### config.mk
export PLATFORM = sky130hd
export DESIGN_NAME = apb_interconnect
export DESIGN_NICKNAME = d
export VERILOG_FILES = /design/src/rtl/apb_pkg.sv /design/src/rtl/apb_addr_decoder.sv /design/src/rtl/apb_interconnect.sv
export SDC_FILE = /design/constraint.sdc
export NUM_CORES = 1
export LEC_CHECK = 0
export ABC_AREA = 1
export CAP_MARGIN = 10
export CORE_AREA = 2 2 97 99
export CTS_BUF_LIST = sky130_fd_sc_hd__clkbuf_8
export CTS_CLUSTER_DIAMETER = 50
export CTS_CLUSTER_SIZE = 24
export DETAILED_ROUTE_END_ITERATION = 16
export DIE_AREA = 0 0 99 101
export DONT_BUFFER_PORTS = 1
export GPL_ROUTABILITY_DRIVEN = 0
export PLACE_DENSITY_LB_ADDON = 0.3
export SYNTH_ARGS = -nofsm -noshare
export SYNTH_HDL_FRONTEND = slang
export SYNTH_SLANG_ARGS = --single-unit
export TNS_END_PERCENT = 30
### constraint.sdc
create_clock -name pclk -period 1.1 [get_ports pclk]
set_input_delay 0.165 -clock pclk [delete_from_list [all_inputs] [get_ports pclk]]
set_output_delay 0.165 -clock pclk [all_outputs]
set_load 0.02 [all_outputs]
### src/rtl/apb_pkg.sv
// Shared types and helpers for the APB interconnect: FSM state encoding,
// default bus widths and width helpers.
package apb_pkg;

    localparam int unsigned APB_ADDR_WIDTH = 32;
    localparam int unsigned APB_DATA_WIDTH = 32;

    typedef enum logic [1:0] {
        IDLE,
        SETUP,
        ACCESS,
        DECERR
    } apb_state_e;

    function automatic int unsigned strb_width(input int unsigned data_width);
        return data_width / 8;
    endfunction

    // Slave index width; never narrower than one bit so a single-slave build stays legal.
    function automatic int unsigned idx_width(input int unsigned num_slaves);
        return (num_slaves > 1) ? $clog2(num_slaves) : 1;
    endfunction

endpackage

### src/rtl/apb_addr_decoder.sv
// Base/mask address decoder with a lowest-index-wins priority encoder.
module apb_addr_decoder
    import apb_pkg::*;
#(
    parameter int unsigned                       ADDR_WIDTH = APB_ADDR_WIDTH,
    parameter int unsigned                       NUM_SLAVES = 2,
    parameter int unsigned                       IDX_W      = idx_width(NUM_SLAVES),
    parameter logic [NUM_SLAVES*ADDR_WIDTH-1:0]  SLAVE_BASE = '0,
    parameter logic [NUM_SLAVES*ADDR_WIDTH-1:0]  SLAVE_MASK = '0
) (
    input  logic [ADDR_WIDTH-1:0] addr,
    output logic                  hit,
    output logic [IDX_W-1:0]      idx
);

    always_comb begin
        hit = 1'b0;
        idx = '0;
        for (int unsigned i = 0; i < NUM_SLAVES; i++) begin
            if (!hit && ((addr & SLAVE_MASK[i*ADDR_WIDTH +: ADDR_WIDTH]) ==
                         SLAVE_BASE[i*ADDR_WIDTH +: ADDR_WIDTH])) begin
                hit = 1'b1;
                idx = IDX_W'(i);
            end
        end
    end

endmodule

### src/rtl/apb_interconnect.sv
// APB 1-to-N interconnect with latched request and registered decode.
// Optional ACCESS timeout is enabled by defining APB_INTERCONNECT_TIMEOUT_EN.
module apb_interconnect
    import apb_pkg::*;
#(
    parameter int unsigned                       ADDR_WIDTH     = APB_ADDR_WIDTH,
    parameter int unsigned                       DATA_WIDTH     = APB_DATA_WIDTH,
    parameter int unsigned                       NUM_SLAVES     = 2,
    parameter logic [NUM_SLAVES*ADDR_WIDTH-1:0]  SLAVE_BASE     = {32'h0000_0000, 32'h0000_0400},
    parameter logic [NUM_SLAVES*ADDR_WIDTH-1:0]  SLAVE_MASK     = {32'hFFFF_F000, 32'hFFFF_FFFC},
    parameter int unsigned                       TIMEOUT_CYCLES = 64
) (
    input  logic                               pclk,
    input  logic                               presetn,
    input  logic [ADDR_WIDTH-1:0]              paddr,
    input  logic [DATA_WIDTH-1:0]              pwdata,
    input  logic                               pwrite,
    input  logic [strb_width(DATA_WIDTH)-1:0]  pstrb,
    input  logic                               psel,
    input  logic                               penable,
    output logic [DATA_WIDTH-1:0]              prdata,
    output logic                               pready,
    output logic                               pslverr,
    output logic [NUM_SLAVES-1:0]              s_psel,
    output logic                               s_penable,
    output logic [ADDR_WIDTH-1:0]              s_paddr,
    output logic [DATA_WIDTH-1:0]              s_pwdata,
    output logic                               s_pwrite,
    output logic [strb_width(DATA_WIDTH)-1:0]  s_pstrb,
    input  logic [NUM_SLAVES*DATA_WIDTH-1:0]   s_prdata,
    input  logic [NUM_SLAVES-1:0]              s_pready,
    input  logic [NUM_SLAVES-1:0]              s_pslverr
);

    localparam int unsigned IDX_W  = idx_width(NUM_SLAVES);
    localparam int unsigned STRB_W = strb_width(DATA_WIDTH);

    apb_state_e             state;
    logic [ADDR_WIDTH-1:0]  lat_addr;
    logic [DATA_WIDTH-1:0]  lat_wdata;
    logic                   lat_write;
    logic [STRB_W-1:0]      lat_strb;
    logic [IDX_W-1:0]       lat_idx;

    logic                   dec_hit;
    logic [IDX_W-1:0]       dec_idx;
    logic                   sel_ready;
    logic                   sel_err;
    logic [DATA_WIDTH-1:0]  sel_rdata;
    logic                   timeout;

    apb_addr_decoder #(
        .ADDR_WIDTH (ADDR_WIDTH),
        .NUM_SLAVES (NUM_SLAVES),
        .IDX_W      (IDX_W),
        .SLAVE_BASE (SLAVE_BASE),
        .SLAVE_MASK (SLAVE_MASK)
    ) u_dec (
        .addr (paddr),
        .hit  (dec_hit),
        .idx  (dec_idx)
    );

    // Response mux for the latched slave index.
    always_comb begin
        sel_ready = 1'b0;
        sel_err   = 1'b0;
        sel_rdata = '0;
        for (int unsigned i = 0; i < NUM_SLAVES; i++) begin
            if (lat_idx == IDX_W'(i)) begin
                sel_ready = s_pready[i];
                sel_err   = s_pslverr[i];
                sel_rdata = s_prdata[i*DATA_WIDTH +: DATA_WIDTH];
            end
        end
    end

`ifdef APB_INTERCONNECT_TIMEOUT_EN
    localparam int unsigned CNT_W = $clog2(TIMEOUT_CYCLES) + 1;
    logic [CNT_W-1:0] wait_cnt;

    always_ff @(posedge pclk or negedge presetn) begin
        if (!presetn) begin
            wait_cnt <= '0;
        end else if (state == SETUP) begin
            wait_cnt <= '0;
        end else if (state == ACCESS && !sel_ready) begin
            wait_cnt <= wait_cnt + CNT_W'(1);
        end
    end

    // A slave ready in the same cycle takes precedence over the forced error.
    assign timeout = (state == ACCESS) && !sel_ready &&
                     (wait_cnt == CNT_W'(TIMEOUT_CYCLES - 1));
`else
    assign timeout = 1'b0;
`endif

    always_ff @(posedge pclk or negedge presetn) begin
        if (!presetn) begin
            state     <= IDLE;
            lat_addr  <= '0;
            lat_wdata <= '0;
            lat_write <= 1'b0;
            lat_strb  <= '0;
            lat_idx   <= '0;
        end else begin
            case (state)
                IDLE: begin
                    if (psel && !penable) begin
                        lat_addr  <= paddr;
                        lat_wdata <= pwdata;
                        lat_write <= pwrite;
                        lat_strb  <= pstrb;
                        lat_idx   <= dec_idx;
                        state     <= dec_hit ? SETUP : DECERR;
                    end
                end
                SETUP:   state <= ACCESS;
                ACCESS:  if (sel_ready || timeout) state <= IDLE;
                DECERR:  state <= IDLE;
                default: state <= IDLE;
            endcase
        end
    end

    assign s_paddr   = lat_addr;
    assign s_pwdata  = lat_wdata;
    assign s_pwrite  = lat_write;
    assign s_pstrb   = lat_strb;
    assign s_penable = (state == ACCESS);

    always_comb begin
        for (int unsigned i = 0; i < NUM_SLAVES; i++) begin
            s_psel[i] = ((state == SETUP) || (state == ACCESS)) && (lat_idx == IDX_W'(i));
        end
    end

    // Master-side completion is gated by psel so an aborted transfer drains silently.
    always_comb begin
        prdata  = '0;
        pready  = 1'b0;
        pslverr = 1'b0;
        case (state)
            ACCESS: begin
                if (psel) begin
                    pready  = sel_ready || timeout;
                    pslverr = sel_ready ? sel_err : timeout;
                    prdata  = sel_ready ? sel_rdata : '0;
                end
            end
            DECERR: begin
                pready  = 1'b1;
                pslverr = 1'b1;
            end
            default: ;
        endcase
    end

endmodule
## Yosys cells after proc, flatten, opt, wreduce, memory -nomap -nowiden

Cells that the tools add are included.

- Register bits: 72
- Bits of input ports: 141
- Output and inout port bits: 106
- Word-level logic and storage cells: 42

- Equality and inequality tests: 6
- Muxes and demuxes: 18
- Bitwise operators: 1
- Reductions and logical operators: 11

Operators by type and width:

| kind | count |
|---|---|
| two-way mux 32 bit | 4 |
| zero test 32 bit | 1 |
| == test 30 x 9 -> 1 bit (second input constant) | 1 |
| two-way mux 1 bit | 8 |
| one-hot mux 2 bit (4 select lines) | 1 |
| two-way mux 2 bit | 3 |
| == test 2 bit (second input constant) | 2 |
| logical AND 1 bit | 4 |
| one-hot mux 1 bit (2 select lines) | 2 |
| AND reduction 2 bit | 2 |
| == test 2 x 1 -> 1 bit (second input constant) | 1 |
| zero test 1 bit | 2 |
| zero test 2 bit | 1 |
| != test 2 x 1 -> 1 bit (second input constant) | 1 |
| != test 2 bit (second input constant) | 1 |
| logical OR 1 bit | 1 |
| inverter 1 bit | 1 |

## Depth between registers and ports, before layout

Gate-level depths: netlist of the first run.

- Depth after elaboration: 8
- Mapped depth: 8
- Mapped depth without buffers: 7

## Modules after synthesis

From an unflattened synthesis of the first run, not the netlist that was laid out.

- Cells, all modules: 476
- Area total of the unflattened synthesis: 3,696.0 um^2

By module, submodules not included:

| module | times used | cells each | area an instance (um^2) | sequential area each (um^2) |
|---|---|---|---|---|
| apb_interconnect | 1 | 449 | 3,583.4 | 1,801.7 |
| apb_addr_decoder | 1 | 27 | 112.6 | 0.0 |

## Worst setup path before layout of the first run

Ideal clock, no wire load.

- Path type: register -> output
- From: register state[0]
- To: output port pslverr
- Arrival time: 1.500 ns
- Data required time: 0.935 ns
- Path slack: -0.565 ns
- Stages on the path, launching flop included: 5
- Path buffers: 0
- Cell sequence: dfrtp_1 inv_1 ha_1 nand3_4 o21ai_0

- Word-level cells in the longest chain between the ends: 2
- Elaborated cells on any way between the ends: 3
- Those cells by class: eq/ne (2); mux (1)

Ends and longest elaborated chain:

| item | RTL line | source |
|---|---|---|
| start, declared | apb_interconnect.sv:38 | `apb_state_e state;` |
| start signal, assigned | apb_interconnect.sv:116 | `state <= dec_hit ? SETUP : DECERR;` |
| == test 2 bit | - |  |
| via s_penable | apb_interconnect.sv:25 | `output logic s_penable,` |
| one-hot mux 1 bit (2 select lines) | apb_interconnect.sv:144 | `case (state)` |
| end, declared | apb_interconnect.sv:23 | `output logic pslverr,` |

The timed path passes the listed nets, and every way through them passes these cells.

## Worst setup path after layout of the first run

- From: register lat_idx
- To: output port prdata[0]

- Word-level cells in the longest chain between the ends: 4
- Elaborated cells on any way between the ends: 5
- Those cells by class: mux (5)

Ends and longest elaborated chain:

| item | RTL line | source |
|---|---|---|
| start, declared | apb_interconnect.sv:43 | `logic [IDX_W-1:0] lat_idx;` |
| start signal, assigned | apb_interconnect.sv:115 | `lat_idx <= dec_idx;` |
| two-way mux 32 bit or two-way mux 1 bit (tied branches) | apb_interconnect.sv:70 | `if (lat_idx == IDX_W'(i)) begin` |
| two-way mux 32 bit (*) | apb_interconnect.sv:149 | `prdata = sel_ready ? sel_rdata : '0;` |
| two-way mux 32 bit (*) | apb_interconnect.sv:146 | `if (psel) begin` |
| two-way mux 32 bit (*) | apb_interconnect.sv:144 |  |
| end, declared | apb_interconnect.sv:21 | `output logic [DATA_WIDTH-1:0] prdata,` |

Mark *: on every way between the ends. The rest lies on a longest branch, timed or not.

==> results.txt, run 1 <==
----------------------------------------------------
[Timing]
  Min setup slack post-route ... -0.661 ns
  Fmax ... roughly 0.57 GHz
  Final-layout worst hold slack ... -0.493 ns
  Final Hold Violating Endpoints ... 72
  Worst clock skew ... 0.0133 ns
  Least-Margin Pin Slew ... 0.271 ns
  Final setup violation count ... between 100 and 150
  Headroom to the max-slew limit ... 81.9%
  Final max-slew violation count ... 0
  Final clock period utilization by the worst path ... 160%
  Final critical-path required period ... between 1.5 and 2 ns
  RSZ-0062 raised after global routing ... yes
  Setup total negative slack ... -37.86 ns

[Synthesis]
  Post-Syn Instances ... 470
  Most used flip-flop cell after synthesis ... sky130_fd_sc_hd__dfrtp_1
  Most area-consuming cells after synthesis ... sky130_fd_sc_hd__dfrtp_1, sky130_fd_sc_hd__nand2_1, sky130_fd_sc_hd__a21oi_2, sky130_fd_sc_hd__buf_6, sky130_fd_sc_hd__nor2_1
  Number of warnings printed during yosys synthesis ... 0
  Mean Syn Cell Area ... 7.71 um^2
  Post-synth top area share ... 49.7%
  Total standard cell area after synthesis ... 3620 um^2
  Synth top cells by count ... sky130_fd_sc_hd__nand2_1, sky130_fd_sc_hd__dfrtp_1, sky130_fd_sc_hd__a21oi_2, sky130_fd_sc_hd__nor2_1
  Top-count cell post-synth ... sky130_fd_sc_hd__nand2_1
  Async S/R FF share, synth ... 100%
  Synthesized netlist net count ... about 620
  Number of distinct library cell variants in the gate-level netlist after synthesis ... 20
  Post-synth top area cell ... sky130_fd_sc_hd__dfrtp_1
  Number of register bits inferred by synthesis ... 72
  Number of flops mapped to enable cells by yosys ... 0
  Proportion of synthesized chip area in sequential cells ... between 40% and 50%

[Run status]
  Status ... finished with violations
  Failing checks ... negative hold slack, negative setup slack

[Clock tree]
  Maximum count of clock buffers along a single path ... 2
  Count of H-tree levels built during CTS ... 3
  Clock transition at the registers of the reported paths ... approximately 0.08 ns
  Number of clock sinks ... 72
  Worst-skew pair later-pin latency ... 0.34 ns
  Cell at the root of the clock tree ... sky130_fd_sc_hd__clkbuf_8
  Clock tree from TritonCTS ... done
  Inserted Clock Buffers ... 9

[Die]
  Starting density of the core ... 40.3%
  Floorplan core area ... 8980 um^2
  Vertical extent of the die ... 101 um
  Total Die Area ... 10000 um^2
  Width of the chip ... 99 um
  Num rows ... 35
  Ports placed on the boundary ... roughly 250

[Finish]
  Area growth from synthesis to layout ... 44.1%
  Antenna diodes ... 0
  Total number of nets in the final design ... a little over 700
  Share of final-layout standard cells stronger than drive strength 1 ... 17.0%
  Design area ... roughly 5200 um^2

[Drt]
  Post-route ant nets ... 0
  Post-DR wirelength/cell ... 17.0 um
  Count of TritonRoute iterations in the first routing pass ... 4
  Total wire length after detailed routing ... about 12,000 um
  Vias after detailed routing ... 3,444
  Initial DRC Count ... 103
  Number of remaining DRC errors ... 0
  Post-detailed-route via-to-cell ratio ... between 5 and 6

[Power and ir drop]
  Leakage power total ... 2.52 nW
  Total power density per cell area ... 2310 nW/um^2
  Post-layout power ... 12.1 mW
  Worst-case vdd ir drop ... between 1.5 and 2 mV

[GRT]
  Pin count of the biggest net entering global routing ... 73
  First-pass GRT wire length ... 17,500 um
  Total GRT Usage ... 22.3%
  Number of global-route vias before repair ... 3,637
  Number of antenna violations at the first check in global routing ... 0
  Overflow left after global routing ... 0

[Critical path]
  Maximum net fanout on the critical path ... 32
  Largest delay contributor family on the critical path ... buffers and inverters
  Slack of the worst reg-to-reg path ... -0.28 ns
  Worst Setup Path Type ... register to output port
  Largest stage delay on the critical path ... roughly 0.42 ns
  Worst path required time ... approximately 0.94 ns
  Setup crit start kind ... register
  Worst path buffer plus inverter count ... 3
  Crit path capture type ... output port
  Ordered cell list for the critical path ... inv_2 -> buf_6 -> nand2_1 -> a21oi_1 -> buf_4
  Arrival time at the worst endpoint ... around 1.6 ns
  Cell at the slowest stage of the critical path ... sky130_fd_sc_hd__dfrtp_1

[Place]
  Count of input and output buffers ... 0
  Estimated wirelength of the detail-placed design ... 7590 um
  Area after DPL ... 4100 um^2

[Job]
  Max capacitance violation total ... 0

[Hold path]
  Kind of path behind the tightest hold check ... input port to async pin

----------------------------------------------------
logic make-up after synthesis:
logic type,count (synthesis),synth area share [%]
simple gates,314,33.4
fa+ha+maj,5,1.73
flops,72,49.7
buf+inv,40,6.53
compound gates,38,8.32
mux,1,0.276
cell usage in the layout (no fill, tap or decap):
cell / count
sky130_fd_sc_hd__a21oi_1: 3
sky130_fd_sc_hd__a21oi_4: 29
sky130_fd_sc_hd__buf_12: 8
sky130_fd_sc_hd__buf_16: 1
sky130_fd_sc_hd__buf_4: 17
sky130_fd_sc_hd__buf_6: 6
sky130_fd_sc_hd__buf_8: 1
sky130_fd_sc_hd__bufbuf_16: 1
sky130_fd_sc_hd__bufinv_16: 2
sky130_fd_sc_hd__clkbuf_16: 1
sky130_fd_sc_hd__clkbuf_8: 9
sky130_fd_sc_hd__clkinv_4: 1
sky130_fd_sc_hd__clkinvlp_4: 2
sky130_fd_sc_hd__dfrtp_1: 72
sky130_fd_sc_hd__dlygate4sd3_1: 69
sky130_fd_sc_hd__ha_1: 3
sky130_fd_sc_hd__ha_4: 2
sky130_fd_sc_hd__inv_1: 11
sky130_fd_sc_hd__inv_2: 5
sky130_fd_sc_hd__inv_6: 1
sky130_fd_sc_hd__mux2i_1: 1
sky130_fd_sc_hd__nand2_1: 279
sky130_fd_sc_hd__nand2_2: 4
sky130_fd_sc_hd__nand2_4: 2
sky130_fd_sc_hd__nand3_1: 6
sky130_fd_sc_hd__nand3_2: 1
sky130_fd_sc_hd__nand3_4: 1
sky130_fd_sc_hd__nor2_1: 20
sky130_fd_sc_hd__nor2_2: 2
sky130_fd_sc_hd__o21ai_0: 1
sky130_fd_sc_hd__o21ai_1: 4
sky130_fd_sc_hd__o21bai_1: 1
cell type report:
type,instances,area [um^2]
inverters,15,56.3
clock buffers,9,124
flip-flops and latches,72,1800
multi-input cells,359,1860
fillers,736,3760
clock inverters,7,96.3
repair buffers,104,1150
well taps,111,139
routing by layer:
| layer | vias up | track usage [%] | wire length (um) |
|---|---|---|---|
| li1 | 1615 | - | - |
| met2 | 191 | 42.2 | 6270 |
| met5 | - | 0 | 0 |
| met3 | 21 | 7.98 | 1080 |
| met4 | 0 | 7.80 | 208 |
| met1 | 1617 | 22.4 | 3980 |
flip-flops by register name (all words and copies together) (netlist names):
name,flops
s_pstrb,4
lat_idx,1
s_pwdata,32
s_pwrite,1
s_paddr,32
state,2
worst paths after layout:
check	endpoint	start	cells after the start
max	prdata[0]	lat_idx	5
min	s_pwdata[4]	presetn	0
max reg2reg	state[1]	state[1]	8
min reg2reg	state[1]	state[1]	2
max in group asynchronous	s_pwdata[18]	presetn	0
min in group pclk	state[1]	penable	4
metrics by stage:
stage | std cells | util, % | setup WS, ns
2_1_floorplan | 470 | - | -0.234
3_3_place_gp | 585 | 45.7 | -0.275
3_5_place_dp | 585 | 45.7 | -0.317
4_1_cts | 674 | 57.4 | -0.635
5_1_grt | 677 | 58.1 | -0.780
6_report | 677 | 58.1 | -0.661
where the power goes:
part / internal (mW) / switching [mW]
Combinational: 1.53 / 1.90
Clock: 1.28 / 1.04
Sequential: 3.86 / 2.48
Total: 6.66 / 5.41
repair_timing:
action | CTS | global route
setup endpoints to repair | 109 | 109
resized for setup | 17 | 3
buffers inserted | 2 | 1
pin swaps | 4 | 2
cloned | 3 | 1
endpoints found under the hold margin | 140 | 73
hold buffers | 68 | 1
(Power assumes the default switching activity.)
==> run 2: changes to the inputs <==
--- a/config.mk
+++ b/config.mk
@@ -5,14 +5,13 @@
 export SDC_FILE = /design/constraint.sdc
 export NUM_CORES = 1
 export LEC_CHECK = 0
-export ABC_AREA = 1
 export CAP_MARGIN = 10
-export CORE_AREA = 2 2 97 99
+export CORE_AREA = 2 2 96 98
 export CTS_BUF_LIST = sky130_fd_sc_hd__clkbuf_8
 export CTS_CLUSTER_DIAMETER = 50
 export CTS_CLUSTER_SIZE = 24
 export DETAILED_ROUTE_END_ITERATION = 16
-export DIE_AREA = 0 0 99 101
+export DIE_AREA = 0 0 98 100
 export DONT_BUFFER_PORTS = 1
 export GPL_ROUTABILITY_DRIVEN = 0
 export PLACE_DENSITY_LB_ADDON = 0.3
==> run 2 against run 1 <==
Against the previous run: the run still ends with negative hold slack, negative setup slack left; combinational power rose by 40%; first-iteration DRC count fell by 41%; critical endpoint is now prdata[29]; clock power fell by 21%; worst setup slack improved by 0.026 ns; maximum frequency rose by 1.5%; clock skew fell by 0.0054 ns; flip-flop and latch count did not move.
==> results.txt, run 2 <==
----------------------------------------------------
[Run status]
  Status ... finished with violations (unchanged)
  Failing checks ... negative hold slack, negative setup slack (unchanged)

[Power and ir drop]
  Switching power as a share of total power ... 41.0% (was 44.8%)
  Power dissipated by switching net loads ... 5.24 mW (was 5.41 mW)
  Fraction of power consumed by sequential logic ... 48.1% (was 52.5%)
  Post-layout power ... 12.8 mW (was 12.1 mW)
  Share of power burned in combinational logic ... 37.5% (was 28.4%)
  Total power density per cell area ... 2390 nW/um^2 (was 2310 nW/um^2)
  Portion of total power attributed to the clock network ... 14.4% (was 19.2%)
  Worst-case vdd ir drop ... 1.53 mV (was 1.74 mV)
  Power Internal ... 7.53 mW (was 6.66 mW)
  Leakage power total ... 2.19 nW (was 2.52 nW)

[GRT]
  Overflow left after global routing ... 0 (unchanged)
  Total GRT Usage ... 19.1% (was 22.3%)
  Pin count of the biggest net entering global routing ... 73 (unchanged)
  First-pass GRT wire length ... 14,500 um (was 17,500 um)
  Number of antenna violations at the first check in global routing ... 0 (unchanged)
  Number of global-route vias before repair ... 2,784 (was 3,637)

[Timing]
  Setup total negative slack ... -62.80 ns (was -37.86 ns)
  Final clock period utilization by the worst path ... 158% (was 160%)
  Worst clock skew ... 0.00783 ns (was 0.0133 ns)
  RSZ-0062 raised after global routing ... yes (unchanged)
  Fmax ... 0.576 GHz (was 0.568 GHz)
  Final-layout worst hold slack ... -0.492 ns (was -0.493 ns)
  Least-Margin Pin Slew ... 0.441 ns (was 0.271 ns)
  Final Hold Violating Endpoints ... 72 (unchanged)
  Final critical-path required period ... 1.74 ns (was 1.76 ns)
  Min setup slack post-route ... -0.636 ns (was -0.661 ns)
  Headroom to the max-slew limit ... 70.3% (was 81.9%)
  Final max-slew violation count ... 0 (unchanged)
  Final setup violation count ... 109 (unchanged)

[Finish]
  Fin util ... 60.0% (was 58.1%)
  Total number of nets in the final design ... 529 (was 707)
  Design area ... 5330 um^2 (was 5220 um^2)
  Antenna diodes ... 0 (unchanged)
  Area growth from synthesis to layout ... 58.1% (was 44.1%)
  Highest-count cells in the layout ignoring fill and taps ... sky130_fd_sc_hd__dfrtp_1, sky130_fd_sc_hd__dlygate4sd3_1, sky130_fd_sc_hd__mux2_2 (was sky130_fd_sc_hd__nand2_1, sky130_fd_sc_hd__dfrtp_1, sky130_fd_sc_hd__dlygate4sd3_1)
  Commonest non-fill, non-tap cell in the layout ... sky130_fd_sc_hd__dfrtp_1 (was sky130_fd_sc_hd__nand2_1)
  Share of final-layout standard cells stronger than drive strength 1 ... 50.3% (was 17.0%)
  Number of fill cells in the layout ... 666 (was 736)

[Job]
  Max capacitance violation total ... 0 (unchanged)

[Synthesis]
  Top-count cell post-synth ... sky130_fd_sc_hd__dfrtp_1 (was sky130_fd_sc_hd__nand2_1)
  Number of flops mapped to enable cells by yosys ... 0 (unchanged)
  Async S/R FF share, synth ... 100% (unchanged)
  Post-synth top area share ... 53.4% (was 49.7%)
  Number of register bits inferred by synthesis ... 72 (unchanged)
  Total standard cell area after synthesis ... 3370 um^2 (was 3620 um^2)
  Most area-consuming cells after synthesis ... sky130_fd_sc_hd__dfrtp_1, sky130_fd_sc_hd__mux2_2, sky130_fd_sc_hd__mux2i_1, sky130_fd_sc_hd__nor2_1, sky130_fd_sc_hd__buf_2 (was sky130_fd_sc_hd__dfrtp_1, sky130_fd_sc_hd__nand2_1, sky130_fd_sc_hd__a21oi_2, sky130_fd_sc_hd__buf_6, sky130_fd_sc_hd__nor2_1)
  Synthesized netlist net count ... 401 (was 616)
  Most used flip-flop cell after synthesis ... sky130_fd_sc_hd__dfrtp_1 (unchanged)
  Number of warnings printed during yosys synthesis ... 0 (unchanged)
  Post-synth top area cell ... sky130_fd_sc_hd__dfrtp_1 (unchanged)
  Number of distinct library cell variants in the gate-level netlist after synthesis ... 25 (was 20)
  Proportion of synthesized chip area in sequential cells ... 53.4% (was 49.7%)
  Post-Syn Instances ... 255 (was 470)
  Mean Syn Cell Area ... 13.2 um^2 (was 7.71 um^2)
  Synth top cells by count ... sky130_fd_sc_hd__dfrtp_1, sky130_fd_sc_hd__mux2_2, sky130_fd_sc_hd__mux2i_1, sky130_fd_sc_hd__nor2_1, sky130_fd_sc_hd__buf_2 (was sky130_fd_sc_hd__nand2_1, sky130_fd_sc_hd__dfrtp_1, sky130_fd_sc_hd__a21oi_2, sky130_fd_sc_hd__nor2_1)

[Clock tree]
  Count of H-tree levels built during CTS ... 3 (unchanged)
  Cell at the root of the clock tree ... sky130_fd_sc_hd__clkbuf_8 (unchanged)
  Worst-skew pair later-pin latency ... 0.34 ns (about the same)
  Clock tree from TritonCTS ... done (unchanged)
  Maximum count of clock buffers along a single path ... 2 (unchanged)
  Number of buffers inserted by hold repair at cts ... 69 (was 68)
  Inserted Clock Buffers ... 9 (unchanged)
  Clock transition at the registers of the reported paths ... 0.08 ns (about the same)
  Number of clock sinks ... 72 (unchanged)

[Drt]
  Post-detailed-route via-to-cell ratio ... 5.18 (was 5.09)
  Post-route ant nets ... 0 (unchanged)
  Count of TritonRoute iterations in the first routing pass ... 4 (unchanged)
  Post-DR wirelength/cell ... 19.8 um (was 17.0 um)
  Number of remaining DRC errors ... 0 (unchanged)
  Initial DRC Count ... 61 (was 103)
  Total wire length after detailed routing ... 9860 um (was 11,500 um)
  Vias after detailed routing ... 2,585 (was 3,444)

[Critical path]
  Worst Setup Path Type ... register to output port (unchanged)
  Arrival time at the worst endpoint ... 1.57 ns (was 1.60 ns)
  Worst path required time ... 0.94 ns (about the same)
  Crit path capture type ... output port (unchanged)
  Setup crit start kind ... register (unchanged)
  Maximum net fanout on the critical path ... 12 (was 32)

[Place]
  Estimated wirelength of the detail-placed design ... 6160 um (was 7590 um)
  Count of input and output buffers ... 0 (unchanged)
  Worst setup timing slack at the placement stage ... -0.448 ns (was -0.317 ns)
  Area after DPL ... 4110 um^2 (was 4100 um^2)

[Die]
  Num rows ... 35 (unchanged)
  Floorplan core area ... 8890 um^2 (was 8980 um^2)
  Ports placed on the boundary ... 247 (unchanged)
  Width of the chip ... 98 um (was 99 um)
  Total Die Area ... 9800 um^2 (was 10000 um^2)
  Starting density of the core ... 37.9% (was 40.3%)
  Vertical extent of the die ... 100 um (was 101 um)

[Hold path]
  Kind of path behind the tightest hold check ... input port to async pin (unchanged)

----------------------------------------------------
run 2: cell types whose count changed after synthesis, sizes merged, moves of 2 or more:
cell / previous run / this run
nand2b: 0 / 2
buf: 22 / 15
mux2i: 1 / 33
nor2: 22 / 34
clkbuf: 3 / 0
nand2: 285 / 1
nor4: 0 / 7
a21oi: 32 / 1
o21ai: 5 / 1
inv: 15 / 3
mux2: 0 / 72
nand3: 7 / 1
run 2: routing by layer:
metal  global-route usage [%]  vias up  wire [um]
li1                         -     1149          -
met1                     19.3     1258       3220
met2                     35.1      162       5410
met3                     7.17       16       1070
met4                     8.44        0        165
met5                        0        -          0
run 2: repair_timing:
action / in CTS / in global routing
pin swaps: 3 / 3
hold endpoints to repair: 141 / 72
cloned: 1 / 3
resized for setup: 29 / 12
setup endpoints to repair: 110 / 111
setup buffers: 12 / 3
run 2: worst max-delay path, cell delays in order, from the launching register on:
cell and delay [ns]:
sky130_fd_sc_hd__dfrtp_2 0.43, sky130_fd_sc_hd__mux2_4 0.33, sky130_fd_sc_hd__nand3_4 0.09, sky130_fd_sc_hd__buf_12 0.16
sky130_fd_sc_hd__buf_12 0.15, sky130_fd_sc_hd__nor2_4 0.06
run 2: final cells by class:
cell class / count / area (um^2) / share of cell area [%]
timing repair buffer: 132 / 1370 / 25.7
inverter: 3 / 11.3 / 0.211
multi-input combinational: 165 / 1840 / 34.4
clock inverter: 7 / 48.8 / 0.915
clock buffer: 9 / 124 / 2.32
tap: 111 / 139 / 2.60
sequential: 72 / 1800 / 33.8
run 2: metrics by stage:
step | cells | hold WS (ns)
floorplan | 255 | -0.131
global placement | 395 | -0.129
detailed placement | 395 | -0.129
CTS | 493 | -0.517
global route | 499 | -0.518
finish | 499 | -0.492
run 2: power groups by stage:
| stage | registers, mW | clock network [mW] | logic (mW) |
|---|---|---|---|
| 5_1_grt | 6.29 | 2.01 | 5.15 |
| 3_3_place_gp | 6.09 | 0 | 3.95 |
| 3_5_place_dp | 6.11 | 0 | 4.05 |
| 4_1_cts | 6.10 | 1.91 | 4.56 |
| 6_report | 6.14 | 1.83 | 4.79 |
| 2_1_floorplan | 6.27 | 0 | 2.52 |
run 2: worst paths after layout:
check,startpoint,end,slack (ns),cells after the start
setup / recovery,lat_idx,prdata[29],-0.64,5
hold / removal,presetn,s_paddr[21],-0.49,0
setup reg to reg,state[0],s_paddr[9],-0.60,6
hold reg to reg,s_paddr[13],s_paddr[13],0.51,1
max in group asynchronous,presetn,lat_idx,1.48,0
min in group pclk,paddr[10],lat_idx,0.14,3
run 2: cell families after synthesis:
kind of cell | Yosys count | synth area share, %
AO/OA/AOI/OAI | 4 | 0.890
adder cells (fa/ha/maj) | 5 | 1.85
buffers and inverters | 18 | 2.74
flip-flops | 72 | 53.4
multiplexers | 105 | 33.9
AND/OR/NAND/NOR | 51 | 7.16
==> run 3: changes to the inputs <==
--- a/config.mk
+++ b/config.mk
@@ -6,16 +6,17 @@
 export NUM_CORES = 1
 export LEC_CHECK = 0
 export CAP_MARGIN = 10
-export CORE_AREA = 2 2 96 98
+export CORE_AREA = 2 2 97 99
 export CTS_BUF_LIST = sky130_fd_sc_hd__clkbuf_8
 export CTS_CLUSTER_DIAMETER = 50
 export CTS_CLUSTER_SIZE = 24
 export DETAILED_ROUTE_END_ITERATION = 16
-export DIE_AREA = 0 0 98 100
+export DIE_AREA = 0 0 99 101
 export DONT_BUFFER_PORTS = 1
 export GPL_ROUTABILITY_DRIVEN = 0
-export PLACE_DENSITY_LB_ADDON = 0.3
+export PLACE_DENSITY_LB_ADDON = 0.12
 export SYNTH_ARGS = -nofsm -noshare
 export SYNTH_HDL_FRONTEND = slang
+export SYNTH_HIERARCHICAL = 1
 export SYNTH_SLANG_ARGS = --single-unit
 export TNS_END_PERCENT = 30
==> run 3 against run 2 <==
Against the previous run: the run still ends with negative hold slack, negative setup slack left; clock power rose by 21%; global-route usage fell by 0.65 points; flip-flop and latch count did not move; maximum frequency fell by 0.67%; area after synthesis rose by 0.56%; critical endpoint is now prdata[2]; sequential share of layout area fell by 0.36 points; register-to-register slack improved by 0.07 ns; count of clock-buffer cells in the layout rose by 2; sequential power fell by 4.4%; die area rose by 2.0%; final area rose by 1.1%; synthesized cell count fell by 0.39%.
==> results.txt, run 3 <==
----------------------------------------------------
[Run status]
  Status ... finished with violations (unchanged)
  Failing checks ... negative hold slack, negative setup slack (unchanged)

[Critical path]
  Worst Setup Path Type ... register to output port (unchanged)
  Launch point of the worst reg-to-reg path ... state[0] (unchanged)
  Setup crit start kind ... register (unchanged)
  Crit path capture type ... output port (unchanged)
  Worst path required time ... 0.94 ns (about the same)
  R2r endpoint ... s_pwdata[24] (was s_paddr[9])
  Slack of the worst reg-to-reg path ... -0.53 ns (was -0.60 ns)
  Maximum net fanout on the critical path ... 7 (was 12)
  R2R depth ... 7 (was 6)
  Start point of the critical path ... lat_idx (unchanged)
  Arrival time at the worst endpoint ... 1.58 ns (was 1.57 ns)

[Finish]
  Share of final-layout standard cells stronger than drive strength 1 ... 50.4% (was 50.3%)
  Area growth from synthesis to layout ... 58.9% (was 58.1%)
  Antenna diodes ... 0 (unchanged)
  Number of fill cells in the layout ... 707 (was 666)
  Commonest non-fill, non-tap cell in the layout ... sky130_fd_sc_hd__dfrtp_1 (unchanged)
  Highest-count cells in the layout ignoring fill and taps ... sky130_fd_sc_hd__dfrtp_1, sky130_fd_sc_hd__dlygate4sd3_1, sky130_fd_sc_hd__mux2_2 (unchanged)
  Total number of nets in the final design ... 532 (was 529)

[Synthesis]
  Total standard cell area after synthesis ... 3390 um^2 (was 3370 um^2)
  Main combinational cell family by area after synthesis ... multiplexers (unchanged)
  Number of warnings printed during yosys synthesis ... 6 (was 0)
  Synth top cells by count ... sky130_fd_sc_hd__dfrtp_1, sky130_fd_sc_hd__mux2_2, sky130_fd_sc_hd__mux2i_1, sky130_fd_sc_hd__nor2_1, sky130_fd_sc_hd__buf_2 (unchanged)
  Top-count cell post-synth ... sky130_fd_sc_hd__dfrtp_1 (unchanged)
  Mean Syn Cell Area ... 13.4 um^2 (was 13.2 um^2)
  Post-synth top area cell ... sky130_fd_sc_hd__dfrtp_1 (unchanged)
  Post-Syn Instances ... 254 (was 255)
  Number of flops mapped to enable cells by yosys ... 0 (unchanged)
  Share of synthesized area spent on multiplexers ... 34.5% (was 33.9%)
  Number of register bits inferred by synthesis ... 72 (unchanged)
  Most used flip-flop cell after synthesis ... sky130_fd_sc_hd__dfrtp_1 (unchanged)
  Number of distinct library cell variants in the gate-level netlist after synthesis ... 23 (was 25)
  Synthesized netlist net count ... 400 (was 401)
  Adder-cell share of the synthesized area ... 1.84% (was 1.85%)
  XOR/XNOR share of the synthesized area ... 0% (unchanged)
  Share of synthesized cell area in and, or, nand and nor gates ... 7.23% (was 7.16%)
  Proportion of synthesized chip area in sequential cells ... 53.1% (was 53.4%)
  Post-synth top area share ... 53.1% (was 53.4%)
  Most area-consuming cells after synthesis ... sky130_fd_sc_hd__dfrtp_1, sky130_fd_sc_hd__mux2_2, sky130_fd_sc_hd__mux2i_1, sky130_fd_sc_hd__nor2_1, sky130_fd_sc_hd__buf_2 (unchanged)
  Async S/R FF share, synth ... 100% (unchanged)
  Area fraction in compound gates after synthesis ... 0.664% (was 0.890%)

[Timing]
  Final-layout worst hold slack ... -0.494 ns (was -0.492 ns)
  Final setup violation count ... 109 (unchanged)
  Least-Margin Pin Slew ... 0.341 ns (was 0.441 ns)
  Final Hold Violating Endpoints ... 72 (unchanged)
  Worst clock skew ... 0.00855 ns (was 0.00783 ns)
  Fmax ... 0.572 GHz (was 0.576 GHz)
  Headroom to the max-slew limit ... 77.1% (was 70.3%)
  Min setup slack post-route ... -0.647 ns (was -0.636 ns)
  Final critical-path required period ... 1.75 ns (was 1.74 ns)
  Final max-slew violation count ... 0 (unchanged)
  Final clock period utilization by the worst path ... 159% (was 158%)
  RSZ-0062 raised after global routing ... yes (unchanged)

[Drt]
  Vias after detailed routing ... 2,587 (was 2,585)
  Number of remaining DRC errors ... 0 (unchanged)
  Highest routed layer ... met4 (unchanged)
  Total wire length after detailed routing ... 10,000 um (was 9860 um)
  Post-route ant nets ... 0 (unchanged)
  Post-detailed-route via-to-cell ratio ... 5.15 (was 5.18)
  Met2 wire length ... 5530 um (was 5410 um)
  Initial DRC Count ... 51 (was 61)
  Met3 wirelength from detailed routing ... 990 um (was 1070 um)
  Count of TritonRoute iterations in the first routing pass ... 4 (unchanged)
  Post-DR wirelength/cell ... 19.9 um (was 19.8 um)
  Wl on met1 ... 3320 um (was 3220 um)

[Die]
  Num rows ... 35 (unchanged)
  Total Die Area ... 10000 um^2 (was 9800 um^2)
  Width of the chip ... 99 um (was 98 um)
  Floorplan core area ... 8980 um^2 (was 8890 um^2)
  Ports placed on the boundary ... 247 (unchanged)
  Starting density of the core ... 37.8% (was 37.9%)
  Vertical extent of the die ... 101 um (was 100 um)

[Clock tree]
  Number of clock sinks ... 72 (unchanged)
  Worst-skew pair later-pin latency ... 0.35 ns (was 0.34 ns)
  Clock tree from TritonCTS ... done (unchanged)
  Clock transition at the registers of the reported paths ... 0.08 ns (about the same)
  Inserted Clock Buffers ... 9 (unchanged)
  Count of H-tree levels built during CTS ... 3 (unchanged)
  Maximum count of clock buffers along a single path ... 2 (unchanged)
  Number of buffers inserted by hold repair at cts ... 69 (unchanged)
  Cell at the root of the clock tree ... sky130_fd_sc_hd__clkbuf_8 (unchanged)

[Power and ir drop]
  Total power density per cell area ... 2500 nW/um^2 (was 2390 nW/um^2)
  Leakage power total ... 2.27 nW (was 2.19 nW)
  Worst-case vdd ir drop ... 1.57 mV (was 1.53 mV)
  Post-layout power ... 13.5 mW (was 12.8 mW)

[GRT]
  Number of antenna violations at the first check in global routing ... 0 (unchanged)
  Pin count of the biggest net entering global routing ... 73 (unchanged)
  Total GRT Usage ... 18.5% (was 19.1%)
  Overflow left after global routing ... 0 (unchanged)
  Number of global-route vias before repair ... 2,751 (was 2,784)
  First-pass GRT wire length ... 14,100 um (was 14,500 um)

[Place]
  Count of input and output buffers ... 0 (unchanged)
  Estimated wirelength of the detail-placed design ... 6820 um (was 6160 um)
  Worst setup timing slack at the placement stage ... -0.381 ns (was -0.448 ns)

[Hold path]
  Kind of path behind the tightest hold check ... input port to async pin (unchanged)

[Job]
  Max capacitance violation total ... 0 (unchanged)

----------------------------------------------------
-- run 3: cell types whose count changed in the layout (fill, tap and decap cells not counted), moves of 2 or more --
| cell | previous run | this run |
|---|---|---|
| sky130_fd_sc_hd__mux2_4 | 5 | 17 |
| sky130_fd_sc_hd__mux2_2 | 65 | 55 |
| sky130_fd_sc_hd__buf_4 | 33 | 42 |
| sky130_fd_sc_hd__buf_6 | 20 | 12 |
| sky130_fd_sc_hd__mux2i_1 | 27 | 33 |
| sky130_fd_sc_hd__mux2i_4 | 4 | 0 |
| sky130_fd_sc_hd__buf_12 | 6 | 8 |
| sky130_fd_sc_hd__buf_8 | 2 | 0 |
| sky130_fd_sc_hd__clkbuf_16 | 1 | 3 |
| sky130_fd_sc_hd__clkbuf_8 | 9 | 11 |
| sky130_fd_sc_hd__mux2_1 | 2 | 0 |
| sky130_fd_sc_hd__nor4_1 | 7 | 5 |
-- run 3: cell type report --
cell class | instances | area [um^2] | share of cell area, %
Multi-Input combinational cell | 165 | 1840 | 34.1
Inverter | 4 | 17.5 | 0.325
Clock buffer | 11 | 151 | 2.81
Timing Repair Buffer | 134 | 1380 | 25.5
Tap cell | 111 | 139 | 2.58
Clock inverter | 5 | 62.6 | 1.16
Sequential cell | 72 | 1800 | 33.4
-- run 3: what timing repair did --
action                                  CTS  global route
cloned                                    0             4
setup buffers                             2             2
hold endpoints to repair                141            72
endpoints found under the setup margin  109           116
resized for setup                        12            23
pin swaps                                19            19
-- run 3: worst max-delay path by stage --
stage | slack (ns) | to | cells past startpoint
after floorplan | -0.37 | s_paddr[0] | 5
after global placement | -0.36 | s_pwdata[10] | 6
after detailed placement | -0.38 | s_pwdata[23] | 6
after CTS | -0.66 | prdata[20] | 4
after global routing | -0.71 | prdata[2] | 4
final | -0.65 | prdata[2] | 4
-- run 3: worst max-delay path, stage by stage (launching register included) --
cell	delay (ns)
sky130_fd_sc_hd__dfrtp_2	0.43
sky130_fd_sc_hd__mux2_4	0.24
sky130_fd_sc_hd__nand3_4	0.16
sky130_fd_sc_hd__clkbuf_16	0.22
sky130_fd_sc_hd__nor2_4	0.18
-- run 3: power by group --
group          leakage [nW]  total [mW]  internal, mW  switching (mW)
registers             0.858        5.87          3.98            1.90
clock network         0.103        2.21          1.19            1.03
logic                  1.31        5.37          3.07            2.30
-- run 3: cell families (layout without fill, tap and decap cells) --
kind of cell               count (synthesis)  in the layout
DFF                                       72             72
adders and majority gates                  5              5
AOI/OAI and AO/OA                          2              2
muxes                                    107            107
and+or+nand+nor                           50             51
buffers and inverters                     18            154
-- run 3: layer usage --
metal	vias up	track usage (%)
li1	1158	-
met1	1268	18.9
met2	146	33.8
met3	15	6.87
met4	0	7.48
met5	-	0
-- run 3: metrics by stage --
step / instances / cell area [um^2] / utilization [%] / setup TNS (ns)
2_1_floorplan: 254 / 3650 / - / -38.13
3_3_place_gp: 409 / 4230 / 47.1 / -33.30
3_5_place_dp: 409 / 4230 / 47.1 / -35.03
4_1_cts: 496 / 5200 / 58.0 / -53.33
5_1_grt: 502 / 5390 / 60.0 / -64.11
6_report: 502 / 5390 / 60.0 / -55.65
==> patch 1, RTL diff (settings of run 3) <==
`APB_DATA_WIDTH`: 32 -> 36.
--- a/src/rtl/apb_pkg.sv
+++ b/src/rtl/apb_pkg.sv
@@ -3,7 +3,7 @@
 package apb_pkg;
 
     localparam int unsigned APB_ADDR_WIDTH = 32;
-    localparam int unsigned APB_DATA_WIDTH = 32;
+    localparam int unsigned APB_DATA_WIDTH = 36;
 
     typedef enum logic [1:0] {
         IDLE,
Ports: changed (resized prdata, pwdata, s_prdata and s_pwdata); port bits go from 247 to 267. The function was not compared with the original's and may differ.
==> patch 1 against run 3 <==
The run still ends with hold timing, setup timing left; power increased by 1.7%; count of clock-buffer cells in the layout shrank 2; area after synthesis rose by 6.5%; utilization grew 4.3 points; via count up 8.5%; sequential cell count up 4; clock skew is 1.2 ps higher; first-iteration DRC count up 9.8%; routed wire length rose by 7.2%; setup slack got worse by 100 ps; cell area rose by 7.2%; cell count grew 8.6%; sequential share of layout area down 0.51 points; critical endpoint is now prdata[16]; largest power group unchanged.
==> patch 1: results (changes against run 3) <==
qor: outcome.status complete, but fails checks
qor: outcome.violations hold timing, setup timing
qor: final_layout.drive_above_1_share 52.3% [+1.9 points]
qor: global_routing.first_global_vias 3045 [+11%]
qor: worst_setup_path.worst_r2r_path_depth 6 [-1]
qor: worst_setup_path.setup.worst_path.end prdata[16]
qor: sta.hold_viol 76 [+5.6%]
qor: sta.report.final.setup_viol 117 [+7.3%]
qor: final_layout.clock_cell_area_share 3.34% [-0.63 points]
qor: sta.worst_clock_skew 9.71 ps [+1.15 ps]
qor: global_routing.grt_max_degree 77 [+5.5%]
qor: yosys.synth.top_cells.by_count 76 x dfrtp_1, 74 x mux2_2, 39 x mux2i_1, 37 x nor2_1, 14 x buf_2
qor: yosys.yosysSeqAreaShare 52.7% [-0.45 points]
qor: worst_setup_path.critical_path_arrival 1680 ps [+100 ps]
qor: clock_network.tritoncts_num_sinks 76 [+5.6%]
qor: power.total_leakage_power 2.43 nW [+6.9%]
qor: worst_setup_path.worst_r2r_endpoint s_pwdata[14]
qor: yosys.ys_top_cells_by_area dfrtp_1 53%, mux2_2 23%, mux2i_1 11%
qor: sta.setup_total_negative_slack -70150 ps [-14490 ps]
qor: route.wl_per_cell 19.7 µm [-1.2%]
qor: final_layout.num_antenna_cells 0 [unchanged]
qor: power.worst_ir_drop_vdd 1540 µV [-2.0%]
qor: final_layout.final-nonclk-buf-share 28.6% [+3.1 points]
qor: final_layout.buffers_excl_clock 162 [+21%]
qor: route.routed_via_density 5.15 [about the same]
qor: final_layout.seq_area_share 32.9% [-0.51 points]
qor: final_layout.nNetsFinal 587 [+10%]
qor: sta.hold_slack -491 ps [+2.70 ps]
qor: final_layout.area_used_by_multi_input_combinational_logic 1870 µm² [+1.8%]
qor: final_layout.fillerInstances 670 [-5.2%]
qor: global_routing.grt_use_total 20.7% [+2.2 points]
qor: yosys.synth_fp_nets 431 [+7.8%]
qor: final_layout.multi_input_cells 176 [+6.7%]
qor: sta.worst_slack -749 ps [-101 ps]
qor: place.hpwl 7400 µm [+8.5%]
qor: route.detailedRoute.firstPassIterationCount 3 [-1]
qor: global_routing.grt_pass1_wl 16000 µm [+14%]
[patch 1: cell families after synthesis]
family / synth area share, %
DFF: 52.7
buffers and inverters: 3.19
adders and majority gates: 1.73
AOI/OAI and AO/OA: 0.624
muxes: 34.7
and+or+nand+nor: 7.07
[patch 1: worst min path at each step]
stage / endpoint / slack, ps / cells after the start / from
2_1_floorplan: lat_idx / -130 / 0 / presetn
3_3_place_gp: s_pstrb[0] / -130 / 0 / presetn
3_5_place_dp: s_pstrb[0] / -130 / 0 / presetn
4_1_cts: s_pstrb[0] / -510 / 0 / presetn
5_1_grt: s_pstrb[3] / -520 / 0 / presetn
6_report: s_paddr[18] / -490 / 0 / presetn
[patch 1: report_power, final]
part / leakage, nW / total, mW / internal (mW) / switching, mW
Sequential: 0.906 / 6.25 / 4.20 / 2.05
Clock: 0.100 / 2.05 / 1.04 / 1.01
Combinational: 1.42 / 5.39 / 3.04 / 2.35
[patch 1: repair_timing]
item,4_1_cts,5_1_grt
cloned,1,0
pin swaps,13,7
endpoints found under the setup margin,117,119
buffers inserted,1,0
endpoints found under the hold margin,149,76
resized for setup,50,25
[patch 1: stage by stage]
stage                     hold WS [ps]  util (%)  setup WS, ps  instance area (µm²)  cells
after global placement            -129      50.7          -440                 4550    454
after detailed placement          -130      50.7          -458                 4550    454
after global routing              -523      64.3          -819                 5780    545
after CTS                         -513      63.3          -758                 5690    545
after floorplan                   -131         -          -361                 3870    273
final                             -491      64.3          -749                 5780    545
[patch 1: layer usage]
| metal | up-vias | global-route usage [%] | share of wire (%) |
|---|---|---|---|
| li1 | 1268 | - | - |
| met1 | 1360 | 22.7 | 36 |
| met2 | 155 | 36.7 | 53 |
| met3 | 24 | 6.93 | 8.2 |
| met4 | 0 | 8.54 | 3.1 |
| met5 | - | 0 | 0 |
==> patch 2, RTL diff (settings of run 3) <==
Without the edit above. Register the output `pslverr`, without a reset; this adds one clock of latency there. The other outputs are not delayed to match.
--- a/src/rtl/apb_interconnect.sv
+++ b/src/rtl/apb_interconnect.sv
@@ -34,6 +34,8 @@
 
     localparam int unsigned IDX_W  = idx_width(NUM_SLAVES);
     localparam int unsigned STRB_W = strb_width(DATA_WIDTH);
+
+    logic pslverr_d;
 
     apb_state_e             state;
     logic [ADDR_WIDTH-1:0]  lat_addr;
@@ -140,21 +142,25 @@
     always_comb begin
         prdata  = '0;
         pready  = 1'b0;
-        pslverr = 1'b0;
+        pslverr_d = 1'b0;
         case (state)
             ACCESS: begin
                 if (psel) begin
                     pready  = sel_ready || timeout;
-                    pslverr = sel_ready ? sel_err : timeout;
+                    pslverr_d = sel_ready ? sel_err : timeout;
                     prdata  = sel_ready ? sel_rdata : '0;
                 end
             end
             DECERR: begin
                 pready  = 1'b1;
-                pslverr = 1'b1;
+                pslverr_d = 1'b1;
             end
             default: ;
         endcase
     end
 
+    always_ff @(posedge pclk) begin
+        pslverr <= pslverr_d;
+    end
+
 endmodule
Behaviour: not the same (a bounded check fails within 4 cycles, from zero or initial values and one cycle with presetn low).
==> patch 2 against run 3 <==
The run still ends with hold timing, setup timing left; area after synthesis rose by 0.59%; routed wire length rose by 2.8%; register-to-register slack got worse by 140 ps; cell count fell by 0.60%; count of clock-buffer cells in the layout fell by 2; setup slack got worse by 26 ps; cell area rose by 1.4%; critical path type unchanged; sequential cell count rose by 1; power rose by 4.1%; largest cell class unchanged; clock skew fell by 3.2 ps.
==> patch 2: results (changes against run 3) <==
qor: global_routing.first_global_vias 2757 [+0.22%]
qor: global_routing.grt_pass1_wl 14500 µm [+2.5%]
qor: final_layout.nNetsFinal 530 [-0.38%]
qor: route.dr_wl_met3 967 µm [-2.3%]
qor: power.internal-power 8.63 mW [+4.8%]
qor: power.netSwitchingPower 5.39 mW [+3.1%]
qor: outcome.status complete, but fails checks
qor: route.detail_route.wirelength.met1 3530 µm [+6.3%]
qor: worst_setup_path.critical_path.startpoint state[0]
qor: sta.hold_viol 72 [unchanged]
qor: worst_setup_path.critical_path_arrival 1610 ps [+30 ps]
qor: sta.hold_slack -497 ps [-3.50 ps]
qor: final_layout.fillerInstances 699 [-1.1%]
qor: yosys.synth-compound-area-share 0.660% [-0.0039 points]
qor: sta.report.final.setup_viol 109 [unchanged]
qor: route.drt_total_wl 10300 µm [+2.8%]
qor: yosys.yosysSeqAreaShare 53.4% [+0.28 points]
qor: worst_setup_path.timing.critical_path.slowest_stage_cell dfrtp_1
qor: place.dp_worst_setup_slack -443 ps [-61.7 ps]
qor: place.placement.cell_area 4140 µm² [-2.2%]
qor: power.total_leakage_power 2.34 nW [+2.9%]
qor: worst_setup_path.largest_delay_share_family_worst_path buffers and inverters
qor: global_routing.grt_use_total 19.0% [+0.57 points]
qor: sta.setup_total_negative_slack -66590 ps [-10940 ps]
qor: yosys.synth_fp_nets 401 [+0.25%]
qor: route.met2_length 5600 µm [+1.2%]
qor: sta.worst_slack -674 ps [-26.2 ps]
qor: power.seq_power_share 43.0% [-0.6 points]
qor: outcome.violations hold timing, setup timing
qor: yosys.ys_top_cells_by_area dfrtp_1 53%, mux2_2 23%, mux2i_1 10%
qor: sta.worst_case_headroom_to_the_max_slew_limit 68.9% [-8.1 points]
qor: yosys.synthAdderAreaFrac 1.83% [-0.011 points]
qor: route.detailedRoute.firstIterationViolations 70 [+37%]
qor: global_routing.globalRouteMet3Util 6.80% [-0.069 points]
## patch 2: cell count changes after synthesis
cell	change
dfxtp_1	+1
## patch 2: how the worst min path moves through the flow
stage | startpoint | end | slack (ps) | cells past startpoint
after floorplan | presetn | lat_idx | -130 | 0
after global placement | presetn | s_paddr[8] | -130 | 0
after detailed placement | presetn | s_paddr[8] | -130 | 0
after CTS | presetn | s_paddr[6] | -520 | 0
after global routing | presetn | s_pwdata[25] | -520 | 0
final | presetn | s_paddr[8] | -500 | 0
## patch 2: what timing repair did
item | CTS | global route
endpoints found under the setup margin | 109 | 115
cloned | 1 | 3
hold endpoints to repair | 141 | 72
gates resized for setup | 18 | 42
pin swaps | 34 | 4
buffers inserted | 6 | 6
## patch 2: layout make-up
cell class                 instances  area, µm²  share of cell area [%]
inverter                           4       15.0                   0.275
timing repair buffer             132       1380                    25.3
tap                              111        139                    2.54
sequential                        73       1820                    33.4
multi-input combinational        164       1890                    34.5
clock inverter                     6       92.6                    1.69
clock buffer                       9        124                    2.27
